File: src/rtl/delay_line_pkg.sv
`default_nettype none
// ============================================================================
// Module   : delay_line_pkg
// Purpose  : Shared types and width helpers for the multi-channel delay line.
//            - state_t     : delay-line FSM states
//            - ptr_width() : address width of the circular register file
//            - cnt_width() : width able to hold 0..depth inclusive
// Revision : 1.0  initial release
// ============================================================================
package delay_line_pkg;

  typedef enum logic [1:0] {
    IDLE  = 2'd0,
    FILL  = 2'd1,
    RUN   = 2'd2,
    DRAIN = 2'd3
  } state_t;

  // Address width for a register file of 'depth' entries (at least 1 bit).
  function automatic int ptr_width(input int depth);
    return (depth <= 2) ? 1 : $clog2(depth);
  endfunction

  // Width of a counter that must represent 0..depth inclusive.
  function automatic int cnt_width(input int depth);
    return $clog2(depth + 1);
  endfunction

endpackage
`default_nettype wire

File: src/rtl/multi_channel_delay_line_if.sv
`default_nettype none
// ============================================================================
// Module   : multi_channel_delay_line_if
// Purpose  : Stream/control bundle of the multi-channel delay line.
//            master : drives clear, cfg_delay, in_valid, in_data, flush
//                     and observes out_valid, out_data, busy, fill_level
//            slave  : the delay line itself (opposite directions)
// Revision : 1.0  initial release
// ============================================================================
interface multi_channel_delay_line_if
  import delay_line_pkg::*;
#(
  parameter int DATA_WIDTH = 8,
  parameter int CHANNELS   = 3,
  parameter int MAX_DEPTH  = 64
);
  localparam int W     = CHANNELS * DATA_WIDTH;
  localparam int CNT_W = cnt_width(MAX_DEPTH);

  logic             clear;
  logic [CNT_W-1:0] cfg_delay;
  logic             in_valid;
  logic [W-1:0]     in_data;
  logic             flush;
  logic             out_valid;
  logic [W-1:0]     out_data;
  logic             busy;
  logic [CNT_W-1:0] fill_level;

  modport master (
    output clear, cfg_delay, in_valid, in_data, flush,
    input  out_valid, out_data, busy, fill_level
  );

  modport slave (
    input  clear, cfg_delay, in_valid, in_data, flush,
    output out_valid, out_data, busy, fill_level
  );

endinterface
`default_nettype wire

File: src/rtl/delay_line_mem.sv
`default_nettype none
// ============================================================================
// Module   : delay_line_mem
// Purpose  : DEPTH x WIDTH register file, one write port and one registered
//            read port. A read and a write to the same address in the same
//            cycle return the old contents (needed when D == MAX_DEPTH).
// Ports    : clk, rst_n (async, active-low, clears storage and read data)
//            we/waddr/wdata  write port
//            re/raddr/rdata  registered read port (rdata holds when re = 0)
// Revision : 1.0  initial release
// ============================================================================
module delay_line_mem #(
  parameter int DEPTH = 64,
  parameter int WIDTH = 24,
  parameter int AW    = 6
) (
  input  wire logic             clk,
  input  wire logic             rst_n,
  input  wire logic             we,
  input  wire logic [AW-1:0]    waddr,
  input  wire logic [WIDTH-1:0] wdata,
  input  wire logic             re,
  input  wire logic [AW-1:0]    raddr,
  output      logic [WIDTH-1:0] rdata
);

  logic [WIDTH-1:0] mem [DEPTH];

  always_ff @(posedge clk or negedge rst_n) begin
    if (!rst_n) begin
      for (int i = 0; i < DEPTH; i++) mem[i] <= '0;
      rdata <= '0;
    end else begin
      if (we) mem[waddr] <= wdata;
      if (re) rdata <= mem[raddr];
    end
  end

endmodule
`default_nettype wire

File: src/rtl/multi_channel_delay_line.sv
`default_nettype none
// ============================================================================
// Module   : multi_channel_delay_line
// Purpose  : CHANNELS-wide delay line with runtime delay D (1..MAX_DEPTH),
//            valid-qualified stream, flush/drain and synchronous clear.
//            Storage is a circular register file addressed by wr_ptr; the
//            oldest held sample sits at (wr_ptr - fill_level) mod MAX_DEPTH.
// Ports    : clk, rst_n (async, active-low)
//            bus (slave modport): clear, cfg_delay, in_valid, in_data, flush,
//                                 out_valid, out_data, busy, fill_level
// Revision : 1.0  initial release
// ============================================================================
module multi_channel_delay_line
  import delay_line_pkg::*;
#(
  parameter int DATA_WIDTH = 8,
  parameter int CHANNELS   = 3,
  parameter int MAX_DEPTH  = 64
) (
  input wire logic              clk,
  input wire logic              rst_n,
  multi_channel_delay_line_if.slave bus
);

  localparam int W     = CHANNELS * DATA_WIDTH;
  localparam int CNT_W = cnt_width(MAX_DEPTH);
  localparam int PTR_W = ptr_width(MAX_DEPTH);

  state_t           state;
  logic [CNT_W-1:0] delay_q;
  logic [CNT_W-1:0] fill_q;
  logic [PTR_W-1:0] wr_ptr;
  logic [PTR_W-1:0] rd_ptr;
  logic             out_valid_q;

  logic [CNT_W-1:0] d_eff;
  logic [PTR_W-1:0] head_addr;
  logic [PTR_W-1:0] rd_addr;
  logic             accept;
  logic             do_flush;
  logic             rd_en;

  function automatic logic [PTR_W-1:0] ptr_inc(input logic [PTR_W-1:0] p);
    return (p == PTR_W'(MAX_DEPTH - 1)) ? '0 : p + PTR_W'(1);
  endfunction

  // Requested delay clamped to 1..MAX_DEPTH.
  always_comb begin
    d_eff = bus.cfg_delay;
    if (bus.cfg_delay == '0)                          d_eff = CNT_W'(1);
    else if (bus.cfg_delay > CNT_W'(MAX_DEPTH))       d_eff = CNT_W'(MAX_DEPTH);
  end

  // Oldest held sample: wr_ptr - fill, wrapped explicitly so non-power-of-2
  // depths work. In RUN fill == D, so this is also the k-D read address.
  // The true result is < MAX_DEPTH, so modular CNT_W arithmetic is exact.
  always_comb begin
    if (CNT_W'(wr_ptr) >= fill_q)
      head_addr = PTR_W'(CNT_W'(wr_ptr) - fill_q);
    else
      head_addr = PTR_W'(CNT_W'(wr_ptr) + CNT_W'(MAX_DEPTH) - fill_q);
  end

  // clear outranks everything; samples arriving while draining are dropped.
  // flush in IDLE is ignored even if a sample arrives in the same cycle.
  assign accept   = bus.in_valid && (state != DRAIN) && !bus.clear;
  assign do_flush = bus.flush && ((state == FILL) || (state == RUN)) && !bus.clear;

  // The first drained sample is read on the flush edge itself, so it is
  // visible the cycle after flush; DRAIN then streams from rd_ptr.
  assign rd_en   = !bus.clear &&
                   ((accept && (state == RUN)) || do_flush ||
                    ((state == DRAIN) && (fill_q != '0)));
  assign rd_addr = (state == DRAIN) ? rd_ptr : head_addr;

  always_ff @(posedge clk or negedge rst_n) begin
    if (!rst_n) begin
      state       <= IDLE;
      delay_q     <= CNT_W'(1);
      fill_q      <= '0;
      wr_ptr      <= '0;
      rd_ptr      <= '0;
      out_valid_q <= 1'b0;
    end else if (bus.clear) begin
      state       <= IDLE;
      fill_q      <= '0;
      wr_ptr      <= '0;
      rd_ptr      <= '0;
      out_valid_q <= 1'b0;
    end else begin
      if (accept) wr_ptr <= ptr_inc(wr_ptr);
      case (state)
        IDLE: begin
          out_valid_q <= 1'b0;
          if (accept) begin
            delay_q <= d_eff;
            fill_q  <= CNT_W'(1);
            state   <= (d_eff == CNT_W'(1)) ? RUN : FILL;
          end
        end
        FILL, RUN: begin
          out_valid_q <= (accept && (state == RUN)) || do_flush;
          if (do_flush) begin
            // Head leaves, an accepted sample joins: net count unchanged.
            state  <= DRAIN;
            rd_ptr <= ptr_inc(head_addr);
            if (!accept) fill_q <= fill_q - CNT_W'(1);
          end else if (accept && (state == FILL)) begin
            fill_q <= fill_q + CNT_W'(1);
            if (fill_q + CNT_W'(1) == delay_q) state <= RUN;
          end
        end
        DRAIN: begin
          // fill_q counts samples not yet presented on out_data.
          if (fill_q != '0) begin
            out_valid_q <= 1'b1;
            rd_ptr      <= ptr_inc(rd_ptr);
            fill_q      <= fill_q - CNT_W'(1);
          end else begin
            out_valid_q <= 1'b0;
            state       <= IDLE;
          end
        end
        default: state <= IDLE;
      endcase
    end
  end

  delay_line_mem #(
    .DEPTH (MAX_DEPTH),
    .WIDTH (W),
    .AW    (PTR_W)
  ) u_mem (
    .clk   (clk),
    .rst_n (rst_n),
    .we    (accept),
    .waddr (wr_ptr),
    .wdata (bus.in_data),
    .re    (rd_en),
    .raddr (rd_addr),
    .rdata (bus.out_data)
  );

  assign bus.out_valid  = out_valid_q;
  assign bus.busy       = (state == DRAIN);
  assign bus.fill_level = fill_q;

endmodule
`default_nettype wire

File: src/flat_wrapper.sv
// flat-port wrapper written by rule: the top's interface ports become plain ports
module multi_channel_delay_line_flat import delay_line_pkg::*;
#(
  parameter int DATA_WIDTH = 8,
  parameter int CHANNELS   = 3,
  parameter int MAX_DEPTH  = 64
)
  (clk, rst_n, bus_clear, bus_cfg_delay, bus_in_valid, bus_in_data, bus_flush, bus_out_valid, bus_out_data, bus_busy, bus_fill_level);
  multi_channel_delay_line_if #(.DATA_WIDTH(DATA_WIDTH), .CHANNELS(CHANNELS), .MAX_DEPTH(MAX_DEPTH)) bus_i ();
  input wire logic clk;
  input wire logic rst_n;
  input wire logic [$bits(bus_i.clear)-1:0] bus_clear;
  input wire logic [$bits(bus_i.cfg_delay)-1:0] bus_cfg_delay;
  input wire logic [$bits(bus_i.in_valid)-1:0] bus_in_valid;
  input wire logic [$bits(bus_i.in_data)-1:0] bus_in_data;
  input wire logic [$bits(bus_i.flush)-1:0] bus_flush;
  output wire logic [$bits(bus_i.out_valid)-1:0] bus_out_valid;
  output wire logic [$bits(bus_i.out_data)-1:0] bus_out_data;
  output wire logic [$bits(bus_i.busy)-1:0] bus_busy;
  output wire logic [$bits(bus_i.fill_level)-1:0] bus_fill_level;
  assign bus_i.clear = bus_clear;
  assign bus_i.cfg_delay = bus_cfg_delay;
  assign bus_i.in_valid = bus_in_valid;
  assign bus_i.in_data = bus_in_data;
  assign bus_i.flush = bus_flush;
  assign bus_out_valid = bus_i.out_valid;
  assign bus_out_data = bus_i.out_data;
  assign bus_busy = bus_i.busy;
  assign bus_fill_level = bus_i.fill_level;
  multi_channel_delay_line #(.DATA_WIDTH(DATA_WIDTH), .CHANNELS(CHANNELS), .MAX_DEPTH(MAX_DEPTH)) u_core (.clk(clk), .rst_n(rst_n), .bus(bus_i));
endmodule
File: config.mk
export PLATFORM = sky130hd
export DESIGN_NAME = multi_channel_delay_line_flat
export DESIGN_NICKNAME = d
export VERILOG_FILES = /design/src/rtl/delay_line_pkg.sv /design/src/rtl/multi_channel_delay_line_if.sv /design/src/rtl/delay_line_mem.sv /design/src/rtl/multi_channel_delay_line.sv /design/src/flat_wrapper.sv
export SDC_FILE = /design/constraint.sdc
export NUM_CORES = 2
export LEC_CHECK = 0
export ABC_AREA = 1
export CAP_MARGIN = 10
export CORE_MARGIN = 10
export CORE_UTILIZATION = 25
export DETAILED_ROUTE_END_ITERATION = 10
export REMOVE_ABC_BUFFERS = 1
export SETUP_SLACK_MARGIN = 0.05
export SYNTH_ARGS = -nofsm -noshare
export SYNTH_HDL_FRONTEND = slang
export SYNTH_SLANG_ARGS = --single-unit
File: constraint.sdc
create_clock -name clk -period 6.6 [get_ports clk]
set_input_delay 1.98 -clock clk [delete_from_list [all_inputs] [get_ports clk]]
set_output_delay 1.98 -clock clk [all_outputs]
set_load 0.05 [all_outputs]
; ---- After elaboration in Yosys (flattened, before gate mapping)
; Index checks and enable logic that the tools add are counted.
; Widths: inputs -> output; s select.
[totals]
ff_bits = 1589
n_memories = 0
elab_cells = 163
latchBits = 0
in_bits = 36
mem_bits_rw = 0
rom_bits = 0
[classes]
n_eq_ne = 16
div_mod_pow = 0
n_shift = 0
multipliers = 0
reduce_logical = 23
muxes = 37
magnitude_cmp = 5
bitwise = 3
n_addsub = 8
[op_table]
columns = cell, n
row1 = $bwmux 1536, 1
row2 = $bmux 24 s6, 1
row3 = $demux 24 s6, 1
row4 = $mux 24, 3
row5 = $mux 6, 10
row6 = $mux 7, 8
row7 = $add 6x1->6 const B, 4
row8 = $pmux 7 s3, 1
row9 = $eq 6x6->1 const B, 3
row10 = $ge 7x7->1 const B, 2
row11 = $mux 2, 7
row12 = $not 6->7, 2
row13 = $pmux 6 s2, 1
row14 = $sub 6x6->6, 2
row15 = $logic_and 1x1->1, 9
row16 = $ne 3x2->1 const B, 3
row17 = $ne 4x2->1 const B, 2
row18 = $reduce_and 4->1, 2
row19 = $add 7x1->7 const B, 1
row20 = $eq 7x1->1 const B, 1
row21 = $eq 7x7->1, 1
row22 = $ge 6x7->1, 1
row23 = $gt 7x7->1 const B, 1
row24 = $logic_not 7->1, 1
row25 = other kinds (19), 24

; ---- Logic depth before layout (Yosys ltp)
[depth]
word_depth = 8
depth_mapped = 20
mapped_depth_nobuf = 17

; ---- By module
; Synthesis repeated with hierarchy kept, for this count alone.
[unflattened]
cells_unflattened = 9182
hier_area_um2 = 72878.6
[modules_own_cells]
columns = module, area_per_inst_um2, seq_area_each_um2, n_inst, cells_each
row1 = delay_line_mem, 70232.4, 39037.4, 1, 8785
row2 = multi_channel_delay_line, 2646.3, 726.9, 1, 397

; ---- Least setup slack after synthesis
; No wires, ideal clock.
[synth_timing]
path_type = input port to flip-flop
from = input bus_clear
to = register u_core.u_mem.mem[127] (netlist bit)
setup_time_ns = 0.133
arrival_time_ns = 3.141
slack_ns = 3.325
path_buffers = 2
cell_stages = 10
cell_sequence = nor2_4 > nand2_4 > inv_4 > nand2_4 > nor3_4 > nand2_1 > buf_2 > buf_2 > nand2_1 > o21ai_0
[synth_via]
elab_chain_cells = 2
[synth_rtl]
columns = element, line
row1 = from (decl), flat_wrapper.sv:12  ; input wire logic [$bits(bus_i.clear)-1:0] bus_clear;
row2 = $logic_not 1->1, multi_channel_delay_line.sv:66  ; assign accept = bus.in_valid && (state != DRAIN) && !bus.clear;
row3 = $logic_and 1x1->1, multi_channel_delay_line.sv:66
row4 = "to (signal, indexed assignment)", delay_line_mem.sv:34  ; if (we) mem[waddr] <= wdata;
row5 = to (decl), delay_line_mem.sv:27  ; logic [WIDTH-1:0] mem [DEPTH];
; Every way passes these cells.
; A chain may end at the register's enable or synchronous reset.

; ---- Final worst setup path
[layout_timing]
from = register u_core.wr_ptr[0]
to = register u_core.u_mem.rdata[8]
[layout_via]
elab_chain_cells = 8
elab_cells_between_ends = 10
classes_between = 3 x add/sub / 1 x order compare / 5 x mux / 1 x bitwise
[layout_rtl]
columns = element, line
row1 = from (decl), multi_channel_delay_line.sv:32  ; logic [PTR_W-1:0] wr_ptr;
row2 = from (signal assigned), multi_channel_delay_line.sv:91  ; if (accept) wr_ptr <= ptr_inc(wr_ptr);
row3 = $add 6x1->6, multi_channel_delay_line.sv:61  ; head_addr = PTR_W'(CNT_W'(wr_ptr) + CNT_W'(MAX_DEPTH) - fill_q);
row4 = $sub 6x6->6, multi_channel_delay_line.sv:61
row5 = $mux 6 *, multi_channel_delay_line.sv:58  ; if (CNT_W'(wr_ptr) >= fill_q)
row6 = $mux 6 *, multi_channel_delay_line.sv:74  ; assign rd_addr = (state == DRAIN) ? rd_ptr : head_addr;
row7 = $not 6->7 (not written as such) *, delay_line_mem.sv:35  ; if (re) rdata <= mem[raddr];
row8 = $bmux 24 s6 *, delay_line_mem.sv:35
row9 = $mux 24 (not written as such) * (2 in series), delay_line_mem.sv:35
row10 = to (signal assigned), delay_line_mem.sv:35
row11 = to (decl), delay_line_mem.sv:24  ; output logic [WIDTH-1:0] rdata
; Mark *: on every way between the ends. The rest lies on a longest branch, timed or not. The select of a mux whose other input is x is not followed.

==> results.sh <==
export IMPL_status="complete, no violations"
export IMPL_synthDistinctLibCells=42
export IMPL_drt_wl_total_mm=255.9
export IMPL_synthMuxAreaShare_pct=0
export IMPL_post_drt_wl_per_cell_um=18.15
export IMPL_hold_viol_final=0
export IMPL_die_area_um2=335200
export IMPL_power_mw=35.73
export IMPL_max_slew_margin_pct=21.93
export IMPL_mostFrequentLayoutCell="nand2_1"
export IMPL_max_stage_delay_ps=560
export IMPL_crit_buf_inv=2
export IMPL_synth_flop_cell="dfrtp_1"
export IMPL_cts_sinks=1589
export IMPL_clkLatencyLatePin_ps=870
export IMPL_cpMostUsedCell="nand2_1"
export IMPL_syn_area_per_cell_um2=7.580
export IMPL_synth_top_family_by_area="simple AND/OR/NAND/NOR gates"
export IMPL_ys_ff_latch=1589
export IMPL_pwr_share_seq_pct=29.1
export IMPL_drive_above_1_share_pct=5.182
export IMPL_yosys_warnings=0
export IMPL_netlist_area_um2=78110
export IMPL_final_setup_tns_ps=0
export IMPL_grt_pass1_wl_mm=397.1
export IMPL_start_util_pct=25.08
export IMPL_nets=9880
export IMPL_cts_clk_slew_worst_paths_ps=70
export IMPL_regArea_um2=39760
export IMPL_worst_slew_pin_slew_ps=1167
export IMPL_p_per_area_nw_per_um2=409.1
export IMPL_portBuffers=68
export IMPL_synth_yosys_seq_area_share_pct=50.91
export IMPL_critPathKind="flip-flop to flip-flop"
export IMPL_dr_pass1_iters=6
export IMPL_internal_power_mw=19.33
export IMPL_max_cap_violations=0
export IMPL_rows=205
export IMPL_cp_depth=17
export IMPL_io_pins=69
export IMPL_synth_compound_area_share_pct=10.33
export IMPL_fill_cells=33925
export IMPL_cts_resized=0
export IMPL_coreArea_um2=311400
export IMPL_fin_skew_ps=116.7
export IMPL_area_growth_pct=11.81
export IMPL_r2r_start="u_core.wr_ptr[0]"
export IMPL_async_flop_share_pct=100.0
export IMPL_clock_root_buffer="clkbuf_16"
export IMPL_synth_edf_count=0
export IMPL_drt_initial_drc_count=7140
export IMPL_cpMaxStageDelayCell="nand2_8"
export IMPL_vdd_drop_max_mv=0.6416
export IMPL_die_w_um=579.0
export IMPL_cts_tree="built"
export IMPL_multi_input_area_um2=33030
export IMPL_crit_arrival_ps=5740
export IMPL_grt_pass1_vias=63943
export IMPL_clockPowerShare_pct=27.8
export IMPL_grt_start_max_net_pins=178
export IMPL_cts_post_setup_buffers_inserted=0
export IMPL_htreeDepth=4
export IMPL_grt_antenna_before_repair=9
export IMPL_path_delay_family="simple AND/OR/NAND/NOR gates"
export IMPL_worstPathMaxFanout=139
export IMPL_vias_per_cell=4.775
export IMPL_hpwlAfterDp_mm=144.7
export IMPL_vias=67337
export IMPL_cp_required_ps=7310
export IMPL_synth_cells=10305
export IMPL_synthSimpleGateAreaFrac_pct=31.36
export IMPL_cp_end_kind="flip-flop"
export IMPL_drc=0
export IMPL_r2r_cells=17
export IMPL_crit_path_cell_trace="inv_1, ha_1, nand2_8, nand2_8, buf_12, nand2_1, nand2_1, nand2_1, nand2_1, nand2_1, nand2_1, nand2_1, nand2_1, nand2_1, nand3_1, nand3_1, nand2_1"
export IMPL_finalCritPeriodShare_pct=76.21
export IMPL_post_synth_fa_ha_maj_area_fraction_pct=0.3140
export IMPL_critPathLaunch="u_core.wr_ptr[0]"
export IMPL_fp_dieH_um=579.0
export IMPL_whs_path_depth=2
export IMPL_synth_xor_area_share_pct=0.1458
export IMPL_p_sw_mw=16.40
export IMPL_leakagePower_nw=41.49
export IMPL_cp_start_kind="flip-flop"
export IMPL_setup_violations=0
export IMPL_antenna_left=0
export IMPL_grt_overflow_total=0
export IMPL_gp_congestion=0.9117
export IMPL_clockBufferDepth=4
export IMPL_power_share_combinational_pct=43.0
export IMPL_cts_hold_buffers=0
export IMPL_fmax_mhz=198.8
export IMPL_min_path_type="flip-flop to flip-flop"
export IMPL_grt_total_usage_pct=14.81
export IMPL_hp_start="u_core.u_mem.mem[1066]"
export IMPL_mostFrequentLayoutCells="nand2_1, dfrtp_1, o21ai_0, nand3_1, inv_1"
export IMPL_slew_violations=0
export IMPL_p_sw_share_pct=45.89
export IMPL_rsz0062_at_grt="no"
export IMPL_fin_crit_ps=5030
export IMPL_numCtsBuffers=172
==> worst reg2reg max path, stage by stage, from the launching register on <==
cell,delay (ps)
dfrtp_1,410
inv_1,530
ha_1,450
nand2_8,560
nand2_8,610
buf_12,440
nand2_1,290
nand2_1,60
nand2_1,60
nand2_1,100
nand2_1,90
nand2_1,60
nand2_1,50
nand2_1,100
nand2_1,90
nand3_1,460
nand3_1,490
nand2_1,80
==> cell type report <==
type,count,share of cell area (%)
Sequential cell,1589,45.53
Multi-Input combinational cell,7516,37.82
Tap cell,4140,5.931
Clock buffer,253,5.864
Timing Repair Buffer,239,2.828
Inverter,307,1.328
Clock inverter,53,0.6819
Antenna cell,6,0.01719
==> per-layer routing <==
| layer | global-route usage, % | up-vias | routed length (um) |
|---|---|---|---|
| met1 | 19.78 | 32614 | 111700 |
| met2 | 24.15 | 2181 | 117000 |
| met3 | 1.908 | 420 | 15860 |
| met5 | 0 | - | 40 |
| li1 | - | 32116 | - |
| met4 | 6.202 | 6 | 11280 |
==> final timing paths <==
check	endpoint	slack, ps
min in group asynchronous	u_core.u_mem.mem[913]	1090
worst max register to register	u_core.u_mem.rdata[8]	1570
worst max-delay path	u_core.u_mem.rdata[8]	1570
max in group asynchronous	u_core.u_mem.mem[343]	3910
worst min-delay path	u_core.u_mem.mem[1066]	470
worst min register to register	u_core.u_mem.mem[1066]	470
==> Yosys cell counts, types with 2 or more instances <==
cell type / instances / share of area (%)
nor3_1: 5 / 0.032
dfrtp_1: 1588 / 51
inv_1: 277 / 1.3
nor4_4: 3 / 0.082
o22ai_1: 8 / 0.064
o21ai_1: 38 / 0.24
buf_4: 27 / 0.26
o21ai_2: 4 / 0.045
buf_2: 504 / 3.2
nor3_2: 4 / 0.051
a21oi_1: 15 / 0.096
a211oi_2: 2 / 0.032
a31oi_1: 4 / 0.032
nand2_4: 5 / 0.072
nor2_2: 2 / 0.016
xnor2_1: 4 / 0.045
nand2_1: 4427 / 21
nand4_1: 10 / 0.080
buf_1: 14 / 0.067
clkinv_1: 24 / 0.12
inv_2: 4 / 0.019
clkbuf_1: 324 / 1.6
nor2_1: 56 / 0.27
xor2_1: 9 / 0.10
o21ai_0: 1522 / 9.8
nand3_1: 1172 / 7.5
buf_6: 24 / 0.35
ha_1: 18 / 0.29
nand3b_1: 193 / 1.9
nor3_4: 3 / 0.062
nor2_4: 3 / 0.043
o211ai_1: 2 / 0.019
==> power groups by stage <==
stage / Sequential [mW] / Clock [mW] / Combinational [mW]
6_report: 10.4 / 9.94 / 15.4
5_1_grt: 10.5 / 10.5 / 16.3
4_1_cts: 10.4 / 10.1 / 15.1
3_5_place_dp: 10.6 / 0 / 15.0
3_3_place_gp: 10.6 / 0 / 15.0
2_1_floorplan: 10.7 / 0 / 8.46
==> registers in the layout, indices dropped and copies added (netlist names) <==
register               count
u_core.bus.fill_level      7
u_core.bus.out_valid       1
u_core.delay_q             7
u_core.rd_ptr              6
u_core.state               2
u_core.u_mem.mem        1536
u_core.u_mem.rdata        24
u_core.wr_ptr              6
==> logic make-up (layout without fill, tap and decap cells) <==
logic type,Yosys count,after routing
AO/OA/AOI/OAI,1599,1599
XOR/XNOR,13,13
adder cells (fa/ha/maj),19,19
buffers and inverters,1200,852
flip-flops,1589,1589
other,0,6
AND/OR/NAND/NOR,5885,5885
==> per-stage QoR <==
step	instance area, um2	utilization [%]	cells	hold slack (ps)	setup slack, ps
CTS	87320	28.04	14097	478.6	1744
floorplan	73850	-	9412	444.4	-6397
finish	87340	28.05	14103	473.9	1570
global route	87330	28.04	14098	492.2	1393
detailed placement	81610	26.21	13791	463.8	1382
global placement	81610	26.21	13791	457.0	1516
(Power assumes the default switching activity.)
